File: src/rtl/spi_sample_rx.sv
// SPI slave receiver for sign-magnitude audio sample frames; delivers each sample to the clk
// domain through a one-entry valid/ready holding register with overrun and frame-error flags.
module spi_sample_rx #(
  parameter int unsigned DATA_BITS   = 11,
  parameter int unsigned SYNC_STAGES = 2
) (
  input  logic                 clk,
  input  logic                 reset,
  input  logic                 sclk,
  input  logic                 sdi,
  input  logic                 ncs,
  input  logic                 ready,
  input  logic                 clear,
  output logic                 valid,
  output logic [DATA_BITS-1:0] sample,
  output logic [DATA_BITS-1:0] sampleTc,
  output logic                 frameErr,
  output logic                 overrun
);

  localparam int unsigned CntW = $clog2(DATA_BITS + 1);
  localparam logic [CntW-1:0] CntFull = CntW'(DATA_BITS);

  typedef enum logic [1:0] {StIdle, StShift, StDone} state_e;

  logic [SYNC_STAGES-1:0] sclk_sync, sdi_sync, ncs_sync, live_sync;
  logic                   sclk_prev, ncs_prev, armed;
  logic                   sclk_s, sdi_s, ncs_s;
  logic                   sclk_rise, ncs_rise, ncs_fall;

  state_e                 state;
  logic [CntW-1:0]        bit_cnt;
  logic [DATA_BITS-1:0]   shreg;
  logic [DATA_BITS-1:0]   mag_ext, tc_next;
  logic                   deliver;

  assign sclk_s = sclk_sync[SYNC_STAGES-1];
  assign sdi_s  = sdi_sync[SYNC_STAGES-1];
  assign ncs_s  = ncs_sync[SYNC_STAGES-1];

  // The ncs reset value of 1 is not a real high: a falling edge only counts once a genuine
  // pin-derived high has been seen, so a frame in flight across reset release is skipped.
  assign sclk_rise = sclk_s & ~sclk_prev;
  assign ncs_rise  = ncs_s & ~ncs_prev;
  assign ncs_fall  = ~ncs_s & ncs_prev & armed;

  always_ff @(posedge clk or posedge reset) begin
    if (reset) begin
      sclk_sync <= '0;
      sdi_sync  <= '0;
      ncs_sync  <= '1;
      live_sync <= '0;
      sclk_prev <= 1'b0;
      ncs_prev  <= 1'b1;
      armed     <= 1'b0;
    end else begin
      sclk_sync <= {sclk_sync[SYNC_STAGES-2:0], sclk};
      sdi_sync  <= {sdi_sync[SYNC_STAGES-2:0], sdi};
      ncs_sync  <= {ncs_sync[SYNC_STAGES-2:0], ncs};
      live_sync <= {live_sync[SYNC_STAGES-2:0], 1'b1};
      sclk_prev <= sclk_s;
      ncs_prev  <= ncs_s;
      armed     <= armed | (live_sync[SYNC_STAGES-1] & ncs_s);
    end
  end

  always_comb begin
    mag_ext = {1'b0, shreg[DATA_BITS-2:0]};
    tc_next = shreg[DATA_BITS-1] ? (~mag_ext + DATA_BITS'(1)) : mag_ext;
    deliver = (state == StDone) && (bit_cnt == CntFull);
  end

  always_ff @(posedge clk or posedge reset) begin
    if (reset) begin
      state    <= StIdle;
      bit_cnt  <= '0;
      shreg    <= '0;
      valid    <= 1'b0;
      sample   <= '0;
      sampleTc <= '0;
      frameErr <= 1'b0;
      overrun  <= 1'b0;
    end else begin
      frameErr <= 1'b0;
      case (state)
        StIdle: begin
          if (ncs_fall) begin
            bit_cnt <= '0;
            state   <= StShift;
          end
        end
        StShift: begin
          if (sclk_rise && (bit_cnt < CntFull)) begin
            shreg   <= {shreg[DATA_BITS-2:0], sdi_s};
            bit_cnt <= bit_cnt + CntW'(1);
          end
          if (ncs_rise) state <= StDone;
        end
        StDone: begin
          if (bit_cnt != CntFull) frameErr <= 1'b1;
          state <= StIdle;
        end
        default: state <= StIdle;
      endcase

      if (deliver && (!valid || ready)) begin
        sample   <= shreg;
        sampleTc <= tc_next;
        valid    <= 1'b1;
      end else if (valid && ready) begin
        valid <= 1'b0;
      end
      // A fresh overrun wins over a simultaneous clear.
      overrun <= (overrun & ~clear) | (deliver & valid & ~ready);
    end
  end

endmodule
File: config.mk
export PLATFORM = sky130hd
export DESIGN_NAME = spi_sample_rx
export DESIGN_NICKNAME = d
export VERILOG_FILES = /design/src/rtl/spi_sample_rx.sv
export SDC_FILE = /design/constraint.sdc
export NUM_CORES = 1
export LEC_CHECK = 0
export BUFFER_PORTS_ARGS = -buffer_cell sky130_fd_sc_hd__clkbuf_2
export CELL_PAD_IN_SITES_DETAIL_PLACEMENT = 1
export CELL_PAD_IN_SITES_GLOBAL_PLACEMENT = 1
export CORE_MARGIN = 1
export CORE_UTILIZATION = 45
export DETAILED_ROUTE_END_ITERATION = 7
export GPL_TIMING_DRIVEN = 0
export PLACE_DENSITY = 0.8
export SLEW_MARGIN = 20
export SYNTH_ARGS = -nofsm -noshare
export SYNTH_HDL_FRONTEND = slang
export SYNTH_SLANG_ARGS = --single-unit
File: constraint.sdc
create_clock -name clk -period 2.3 [get_ports clk]
set_input_delay 0.23 -clock clk [delete_from_list [all_inputs] [get_ports clk]]
set_output_delay 0.23 -clock clk [all_outputs]
set_load 0.01 [all_outputs]
==> results of run 1 <==
==> power groups by stage <==
stage          clock network, mW  registers, mW  logic [mW]
2_1_floorplan                  0           1.09       0.322
3_3_place_gp                   0           1.12       0.381
3_5_place_dp                   0           1.14       0.403
4_1_cts                    0.689           1.12       0.411
5_1_grt                    0.724           1.14       0.466
6_report                   0.667           1.12       0.409
==> through the flow <==
step	utilization, %	total power [mW]	hold slack, ns	cells
6_report	56.4	2.20	0.0258	258
5_1_grt	56.4	2.33	0.00499	258
4_1_cts	56.4	2.22	0.0120	258
3_5_place_dp	53.2	1.54	0.282	248
3_3_place_gp	52.7	1.50	0.317	247
2_1_floorplan	-	1.42	0.234	164
==> sequential cells by signal, summed over array words and instances (netlist names) <==
register   count
sampleTc      10
sample        11
bit_cnt        4
frameErr       1
ncs_prev       1
sclk_prev      1
sdi_sync       2
armed          1
state          2
sclk_sync      2
overrun        1
live_sync      2
ncs_sync       2
valid          1
shreg         11
==> worst max path at each step <==
stage                                           to  slack (ns)  depth (start not counted)
after floorplan           sampleTc[10]$_DFFE_PP0P_        0.52                          5
after detailed placement      shreg[3]$_DFFE_PP0P_        0.26                          5
after global placement     sampleTc[8]$_DFFE_PP0P_        0.32                          2
after global routing          shreg[3]$_DFFE_PP0P_        0.06                          5
after CTS                     shreg[3]$_DFFE_PP0P_        0.22                          5
final                         shreg[3]$_DFFE_PP0P_        0.24                          5
==> kinds of logic (layout without fill, tap and decap cells) <==
| family | after synthesis | count (layout) | synth area share (%) |
|---|---|---|---|
| multiplexers | 21 | 21 | 11.1 |
| other | 1 | 1 | 0.177 |
| XOR/XNOR | 9 | 9 | 3.71 |
| buffers and inverters | 16 | 58 | 3.54 |
| adder cells (fa/ha/maj) | 2 | 2 | 1.18 |
| AO/OA/AOI/OAI | 26 | 26 | 8.73 |
| AND/OR/NAND/NOR | 37 | 37 | 10.1 |
| flip-flops | 52 | 52 | 61.5 |
==> what timing repair did <==
item	CTS	global route
hold endpoints to repair	24	0
hold buffers	2	0
endpoints found under the setup margin	0	0
==> placed cells by master, fill, tap and decap left out, drive strengths merged, types with 2 or more instances in the layout <==
master | Yosys | layout
a21oi | 9 | 9
buf | 6 | 7
clkbuf | 3 | 41
dfrtp | 49 | 49
dfstp | 3 | 3
dlygate4sd3 | 0 | 2
ha | 2 | 2
inv | 7 | 7
mux2 | 20 | 20
nand2 | 5 | 5
nand3 | 5 | 5
nor2 | 10 | 10
nor2b | 3 | 3
nor3b | 2 | 2
o21ai | 8 | 8
o41ai | 3 | 3
or4 | 3 | 3
xnor2 | 3 | 3
xor2 | 6 | 6
==> metal layers <==
layer	vias to the layer above	track usage (%)	routed length [um]
met5	-	0	0
met4	0	6.67	61
met3	7	5.70	148
met2	24	31.9	1960
met1	688	24.0	1760
li1	642	-	-
==> critical path: stages (launching register included) <==
cell and delay [ns]:
dfrtp_1 0.42, ha_1 0.25, o21ai_0 0.25, nand3_1 0.37, clkbuf_1 0.33, mux2_2 0.33
==> area by class of cell <==
cell class / count / area, um^2 / area share [%]
multi-input combinational: 96 / 742 / 29.6
sequential: 52 / 1310 / 52.0
timing repair buffer: 34 / 195 / 7.78
tap: 52 / 65.1 / 2.59
inverter: 7 / 26.3 / 1.05
clock buffer: 7 / 96.3 / 3.84
clock inverter: 1 / 30.0 / 1.20
buffer: 9 / 48.8 / 1.95
==> results by group, run 1 <==
Clock network
  – CTS buffer count: 5
  – Clk_lat worst skew: 0.31 ns
  – Clock H-tree levels: 2
  – Post-CTS Setup Repair Bufs: 0
  – Clock sinks: 52
  – Post_cts resized: 0
  – Cell chosen for the clock root: clkbuf_8
  – CTS tree: done
  – CTS Buffer Depth: 2
  – Clock transition at path regs: 0.08 ns

Layout
  – NumNets Final: 214
  – Share of cells above drive strength 1: 38.3%
  – Non-Filler Cell Area, Final: 2510 um^2
  – Fillers: 480
  – # diodes: 0
  – Layout area overhead: 18.2%

Die
  – Initial Utilization: 47.7%
  – Die Ht: 70.7 um
  – DIE WIDTH: 70.7 um
  – I/O pins: 32
  – Die ar.: 4990 um^2
  – FP Rows: 24
  – Area of the core: 4440 um^2

Global routing
  – Total global routing overflow: 0
  – Largest net degree at the start of global routing: 30
  – Initial antenna violation count: 0
  – Global Route Usage Sum: 19.1%
  – First-pass GRT wire length: 7.22 mm
  – Vias in the first global route: 1,501

Run
  – Max-Cap Viols: 0

Run status
  – Status: finished with violations
  – Failing checks: DRC

Worst setup path
  – FF-to-FF Start: bit_cnt[0]$_DFFE_PP0P_
  – Crit Path Max Fanout: 10
  – Worst Setup SP: bit_cnt[0]$_DFFE_PP0P_
  – Worst R2R End: shreg[3]$_DFFE_PP0P_
  – WP data arrival: 2.25 ns
  – Critical Path RT: 2.49 ns
  – Crit. End Element: flop
  – Flop2flop setup slack: 0.24 ns
  – Crit path launch type: flop
  – R2R depth: 5
  – Critical path class: flop to flop

Drt
  – Iteration-0 DRC Markers: 80
  – Vias per inst: 5.28
  – Routed length per instance: 15.2 um
  – Antenna Violating Nets Remaining: 0
  – Pre-antenna DRT Iters: 6
  – Vias: 1,361
  – Drt drc: 8
  – Routed WL: 3.93 mm

Power
  – Sw Pwr: 0.619 mW
  – Switching share of power: 28.2%
  – Logic pwr share: 18.6%
  – Sequential share of power: 51.0%
  – Lkg Pwr: 1.26 nW
  – Worst IR Drop VDD: 0.000467 V
  – Clock share of power: 30.4%
  – Internal: 1.58 mW
  – Pwr dens: 875 nW/um^2

Synthesis
  – Seq cells post-synth: 52
  – Syn Area/Cell: 12.9 um^2
  – Synth area leader: dfrtp_1
  – Top FF cell, synth: dfrtp_1
  – Post-synthesis instance total: 164
  – Netlist Area Pre-Place: 2120 um^2
  – Syn nets: 173
  – Area contributors post-synth: dfrtp_1 (58%), mux2_2 (11%), dfstp_2 (3.7%), xor2_1 (2.5%), o41ai_2 (2.3%)
  – Sequential share of the synthesized area: 61.5%
  – Ys Warns: 0
  – Synth top area share: 57.8%
  – Top cells by count, synth: dfrtp_1 (49), mux2_2 (20), nor2_1 (10)
  – Ys async rst share: 100%
  – Top-count cell post-synth: dfrtp_1
  – Post-synth cell types: 41
  – EDFF count, synth: 0

Timing
  – Final WS setup: 0.240 ns
  – RSZ-0062 raised after global routing: no
  – Fin Setup TNS: 0 ns
  – Slew @ Worst Pin: 0.521 ns
  – Max Clock Freq: 485 MHz
  – Final period utilization: 89.6%
  – Tmin final: 2.06 ns
  – Final Max Slew Viols: 0
  – Worst Clk Skew: 0.00801 ns
  – Final Setup Violations: 0
  – Fin. Hold Viols: 0
  – Slew margin rel.: 65.2%

Worst hold path
  – Hold wc startpoint: sdi
  – Hold depth: 1
  – Hold Crit Class: input pin to flop
  – Endpoint, Worst Hold: sdi_sync[0]$_DFF_PP0_

Place
  – Post-detail-place hpwl: 2.82 mm
  – Dpl ws: 0.263 ns
  – IO buf count: 31
  – Post-place instance area: 2360 um^2
  – Gpl congestion: 0.766
Power figures use the tool's default switching activity.
==> run 2, diff against run 1 <==
Settings changed: RECOVER_POWER set to 100.
==> results by group, run 2 (synthesized netlist as in run 1, its figures left out) <==
Timing
  – RSZ-0062 raised after global routing: no
  – Final Setup Violations: 0
  – Final period utilization: 90.3%
  – Fin Setup TNS: 0 ns
  – Tmin final: 2.08 ns
  – Final WS setup: 0.223 ns
  – Fin. Hold Viols: 0
  – Final Max Slew Viols: 0
  – Max Clock Freq: 481 MHz
  – Slew @ Worst Pin: 0.874 ns
  – Slew margin rel.: 41.7%
  – Worst Clk Skew: 0.00833 ns

Worst setup path
  – Critical path class: flop to flop
  – Crit path launch type: flop
  – R2R depth: 5
  – FF-to-FF Start: bit_cnt[0]$_DFFE_PP0P_
  – Crit. End Element: flop
  – Worst R2R End: shreg[3]$_DFFE_PP0P_
  – Crit Path Max Fanout: 10
  – Flop2flop setup slack: 0.22 ns
  – WP data arrival: 2.27 ns
  – Critical Path RT: 2.49 ns

Drt
  – Vias per inst: 5.33
  – Routed WL: 3.97 mm
  – Drt drc: 9
  – Routed length per instance: 15.4 um
  – Vias: 1,376
  – Iteration-0 DRC Markers: 92
  – Pre-antenna DRT Iters: 6
  – Antenna Violating Nets Remaining: 0

Layout
  – Commonest cells after routing, fill and taps aside: dfrtp_1 (49), clkbuf_1 (29), mux2_2 (20), nor2_1 (10), a21oi_1 (9)
  – Non-Filler Cell Area, Final: 2440 um^2
  – Commonest non-fill, non-tap cell in the layout: dfrtp_1
  – # diodes: 0
  – Share of cells above drive strength 1: 23.8%
  – Final core occ: 55.0%
  – NumNets Final: 214
  – Top flop regs: sample x11, shreg x11, sampleTc x10
  – Layout area overhead: 15.2%

Clock network
  – Clk_lat worst skew: 0.31 ns
  – CTS Buffer Depth: 2
  – CTS buffer count: 5
  – Clock H-tree levels: 2
  – Cell chosen for the clock root: clkbuf_8
  – CTS tree: done
  – Clock transition at path regs: 0.08 ns
  – Clock sinks: 52
  – Post_cts resized: 0

Place
  – Post-place instance area: 2360 um^2
  – Dpl ws: 0.263 ns
  – Post-detail-place hpwl: 2.82 mm
  – Gpl congestion: 0.766
  – IO buf count: 31

Power
  – Worst IR Drop VDD: 0.000464 V
  – Lkg Pwr: 1.16 nW
  – Internal: 1.56 mW
  – Clock share of power: 30.8%
  – Sw Pwr: 0.609 mW
  – Switching share of power: 28.1%
  – Sequential share of power: 51.6%
  – Pwr dens: 886 nW/um^2
  – Logic pwr share: 17.5%

Die
  – Initial Utilization: 47.7%
  – DIE WIDTH: 70.7 um
  – FP Rows: 24
  – Die ar.: 4990 um^2
  – Die Ht: 70.7 um
  – Area of the core: 4440 um^2
  – I/O pins: 32

Global routing
  – Vias in the first global route: 1,501
  – First-pass GRT wire length: 7.22 mm
  – Initial antenna violation count: 0
  – Global Route Usage Sum: 19.1%
  – Total global routing overflow: 0
  – Largest net degree at the start of global routing: 30

Run status
  – Status: finished with violations
  – Failing checks: DRC

Worst hold path
  – Hold wc startpoint: sdi
  – Hold Crit Class: input pin to flop
  – Hold depth: 1
  – Endpoint, Worst Hold: sdi_sync[0]$_DFF_PP0_

Run
  – Max-Cap Viols: 0
## run 2: changes by cell type in the layout (fill, tap and decap cells not counted), moves of 2 or more
cell / change
clkbuf_1: +26
clkbuf_2: -23
o41ai_1: +2
o41ai_2: -2
## run 2: area by class of cell
class	count	area [um^2]
Clock buffer	7	96.3
Fill cell	487	2000
Multi-Input combinational cell	96	723
Sequential cell	52	1310
Buffer	9	48.8
Tap cell	52	65.1
Inverter	7	26.3
Timing Repair Buffer	34	149
Clock inverter	1	30.0
## run 2: worst max-delay path, cell delays in order, from the launching register on
cell,delay (ns)
dfrtp_1,0.42
ha_1,0.25
o21ai_0,0.25
nand3_1,0.39
clkbuf_1,0.34
mux2_2,0.33
## run 2: through the flow
| stage | power (mW) | instances | hold slack [ns] |
|---|---|---|---|
| 2_1_floorplan | 1.42 | 164 | 0.234 |
| 3_3_place_gp | 1.50 | 247 | 0.317 |
| 3_5_place_dp | 1.54 | 248 | 0.282 |
| 4_1_cts | 2.22 | 258 | 0.0120 |
| 5_1_grt | 2.29 | 258 | 0.00501 |
| 6_report | 2.17 | 258 | 0.0246 |
## run 2: per-layer routing
layer  part of all wire [%]  track usage [%]  vias up  wire (um)
met5                      0                0        -          0
met4                    1.6             6.67        0         63
met3                    4.0             5.70        7        157
met2                     50             31.9       24       2000
met1                     44             24.0      704       1760
li1                       -                -      641          -
## run 2: power by group through the flow
| stage | Combinational (mW) | Sequential (mW) | Clock [mW] |
|---|---|---|---|
| 3_3_place_gp | 0.381 | 1.12 | 0 |
| 5_1_grt | 0.431 | 1.13 | 0.724 |
| 3_5_place_dp | 0.403 | 1.14 | 0 |
| 4_1_cts | 0.411 | 1.12 | 0.689 |
| 6_report | 0.380 | 1.12 | 0.668 |
| 2_1_floorplan | 0.322 | 1.09 | 0 |
## run 2: how the worst max path moves through the flow
stage | startpoint | to | slack [ns] | cells past startpoint
final | bit_cnt[0]$_DFFE_PP0P_ | shreg[3]$_DFFE_PP0P_ | 0.22 | 5
after global routing | bit_cnt[0]$_DFFE_PP0P_ | shreg[3]$_DFFE_PP0P_ | 0.06 | 5
after CTS | bit_cnt[0]$_DFFE_PP0P_ | shreg[3]$_DFFE_PP0P_ | 0.22 | 5
after detailed placement | bit_cnt[0]$_DFFE_PP0P_ | shreg[3]$_DFFE_PP0P_ | 0.26 | 5
after global placement | reset | sampleTc[8]$_DFFE_PP0P_ | 0.32 | 2
after floorplan | shreg[2]$_DFFE_PP0P_ | sampleTc[10]$_DFFE_PP0P_ | 0.52 | 5
## run 2: repair_timing
| action | 4_1_cts | 5_1_grt |
|---|---|---|
| endpoints found under the hold margin | 24 | 0 |
| endpoints found under the setup margin | 0 | 0 |
| buffers inserted | 0 | 0 |
| hold buffers | 2 | 0 |
==> run 3, diff against run 2 <==
Settings changed: CORE_MARGIN 1 to 5, CORE_UTILIZATION 45 to 31, PLACE_DENSITY 0.8 to 0.59.
==> results by group, run 3 (synthesized netlist as in run 1, its figures left out) <==
Die
  – FP Rows: 30
  – Area of the core: 6720 um^2
  – Die Ht: 92.7 um
  – Die ar.: 8600 um^2
  – DIE WIDTH: 92.7 um
  – Initial Utilization: 31.6%
  – I/O pins: 32

Worst setup path
  – Critical Path RT: 2.49 ns
  – WP data arrival: 2.21 ns
  – Crit. End Element: flop
  – FF-to-FF Start: bit_cnt[0]$_DFFE_PP0P_
  – Crit Path Max Fanout: 10
  – R2R depth: 5
  – Flop2flop setup slack: 0.28 ns
  – Crit path launch type: flop
  – Critical path class: flop to flop
  – Worst R2R End: shreg[0]$_DFFE_PP0P_
  – Crit path capture: shreg[0]$_DFFE_PP0P_
  – Worst Setup SP: bit_cnt[0]$_DFFE_PP0P_

Clock network
  – Clock transition at path regs: 0.10 ns
  – CTS Buffer Depth: 2
  – CTS Hold Bufs: 1
  – Clk_lat worst skew: 0.30 ns
  – Cell chosen for the clock root: clkbuf_8
  – CTS tree: done
  – Post-CTS Setup Repair Bufs: 0
  – Post_cts resized: 0
  – CTS buffer count: 5
  – Clock sinks: 52
  – Clock H-tree levels: 2

Timing
  – Slew @ Worst Pin: 1.93 ns
  – RSZ-0062 raised after global routing: no
  – Max Clock Freq: 495 MHz
  – Final Max Slew Viols: 53
  – Final Setup Violations: 0
  – Slew margin rel.: -28.7%
  – Final period utilization: 87.8%
  – Hold Worst Slack: 0.0265 ns
  – Tmin final: 2.02 ns
  – Worst Clk Skew: 0.00824 ns
  – Fin Setup TNS: 0 ns
  – Fin. Hold Viols: 0

Layout
  – # diodes: 0
  – NumNets Final: 212
  – Fillers: 751
  – Top flop regs: sample x11, shreg x11, sampleTc x10
  – Non-Filler Cell Area, Final: 2470 um^2
  – Commonest non-fill, non-tap cell in the layout: dfrtp_1
  – Commonest cells after routing, fill and taps aside: dfrtp_1 (49), clkbuf_1 (29), mux2_2 (20), nor2_1 (10), a21oi_1 (9)
  – Fin cells: 284
  – Share of cells above drive strength 1: 25.0%
  – Layout area overhead: 16.3%

Place
  – Placed cell count: 275
  – IO buf count: 31
  – Gpl congestion: 0.739
  – Post-detail-place hpwl: 2.78 mm
  – Post-place instance area: 2380 um^2

Run
  – Max-Cap Viols: 1

Power
  – Lkg Pwr: 1.15 nW
  – PnR Total Power: 2.13 mW
  – Pwr dens: 865 nW/um^2
  – Worst IR Drop VDD: 0.000317 V

Drt
  – Pre-antenna DRT Iters: 4
  – Antenna Violating Nets Remaining: 0
  – Routed WL: 4.06 mm
  – Iteration-0 DRC Markers: 25
  – Vias: 1,333
  – Vias per inst: 4.69
  – Routed length per instance: 14.3 um
  – Drt drc: 0

Run status
  – Failing checks: capacitance limit, slew limit
  – Status: finished with violations

Global routing
  – Global Route Usage Sum: 10.0%
  – Largest net degree at the start of global routing: 53
  – First-pass GRT wire length: 6.76 mm
  – Initial antenna violation count: 0
  – Total global routing overflow: 0
  – Vias in the first global route: 1,322

Worst hold path
  – Hold wc startpoint: sclk
  – Hold Crit Class: input pin to flop
==> run 3: cell types whose count changed in the layout (fill, tap and decap cells not counted) <==
| cell | previous run | this run |
|---|---|---|
| or4_4 | 1 | 2 |
| clkbuf_8 | 7 | 5 |
| o41ai_2 | 1 | 3 |
| or4_1 | 1 | 0 |
| clkbuf_2 | 8 | 7 |
| o41ai_1 | 2 | 0 |
| clkinvlp_4 | 0 | 1 |
| clkinv_2 | 0 | 1 |
| dlygate4sd3_1 | 2 | 1 |
==> run 3: per-stage QoR <==
step | util, % | worst slack [ns]
floorplan | - | 0.515
global placement | 35.4 | 0.0773
detailed placement | 35.4 | 0.284
CTS | 37.2 | 0.255
global route | 36.7 | 0.158
finish | 36.7 | 0.281
==> run 3: layer usage <==
layer	wire length (um)	GRT usage, %	vias up
met2	1900	15.1	28
met3	147	2.03	9
li1	-	-	636
met1	1920	13.6	660
met5	0	0	-
met4	92	5.13	0
==> run 3: worst min-delay path by stage <==
| stage | endpoint | slack, ns | cells after the start |
|---|---|---|---|
| 3_3_place_gp | ncs_sync[0]$_DFF_PP1_ | 0.32 | 1 |
| 3_5_place_dp | ncs_sync[0]$_DFF_PP1_ | 0.32 | 1 |
| 2_1_floorplan | ncs_sync[0]$_DFF_PP1_ | 0.23 | 0 |
| 4_1_cts | sdi_sync[0]$_DFF_PP0_ | 0.01 | 1 |
| 6_report | sclk_sync[0]$_DFF_PP0_ | 0.03 | 1 |
| 5_1_grt | sdi_sync[0]$_DFF_PP0_ | 0.004 | 1 |
==> run 3: layout make-up <==
class	instances	area, um^2	share of cell area, %
well taps	80	100	4.06
clock inverters	3	42.5	1.72
plain buffers	9	48.8	1.98
multi-input cells	96	742	30.1
flip-flops and latches	52	1310	52.9
repair buffers	32	134	5.43
inverters	7	26.3	1.06
clock buffers	5	68.8	2.79
==> run 3: power by group <==
part / switching (mW) / internal (mW) / total (mW)
logic: 0.209 / 0.185 / 0.394
registers: 0.113 / 1.00 / 1.11
clock network: 0.304 / 0.322 / 0.626
==> run 3: critical path, cell delays in order, from the launching register on <==
cell and delay [ns]:
dfrtp_1 0.42, ha_1 0.24, o21ai_0 0.23, nand3_1 0.37, clkbuf_1 0.34, mux2_2 0.32
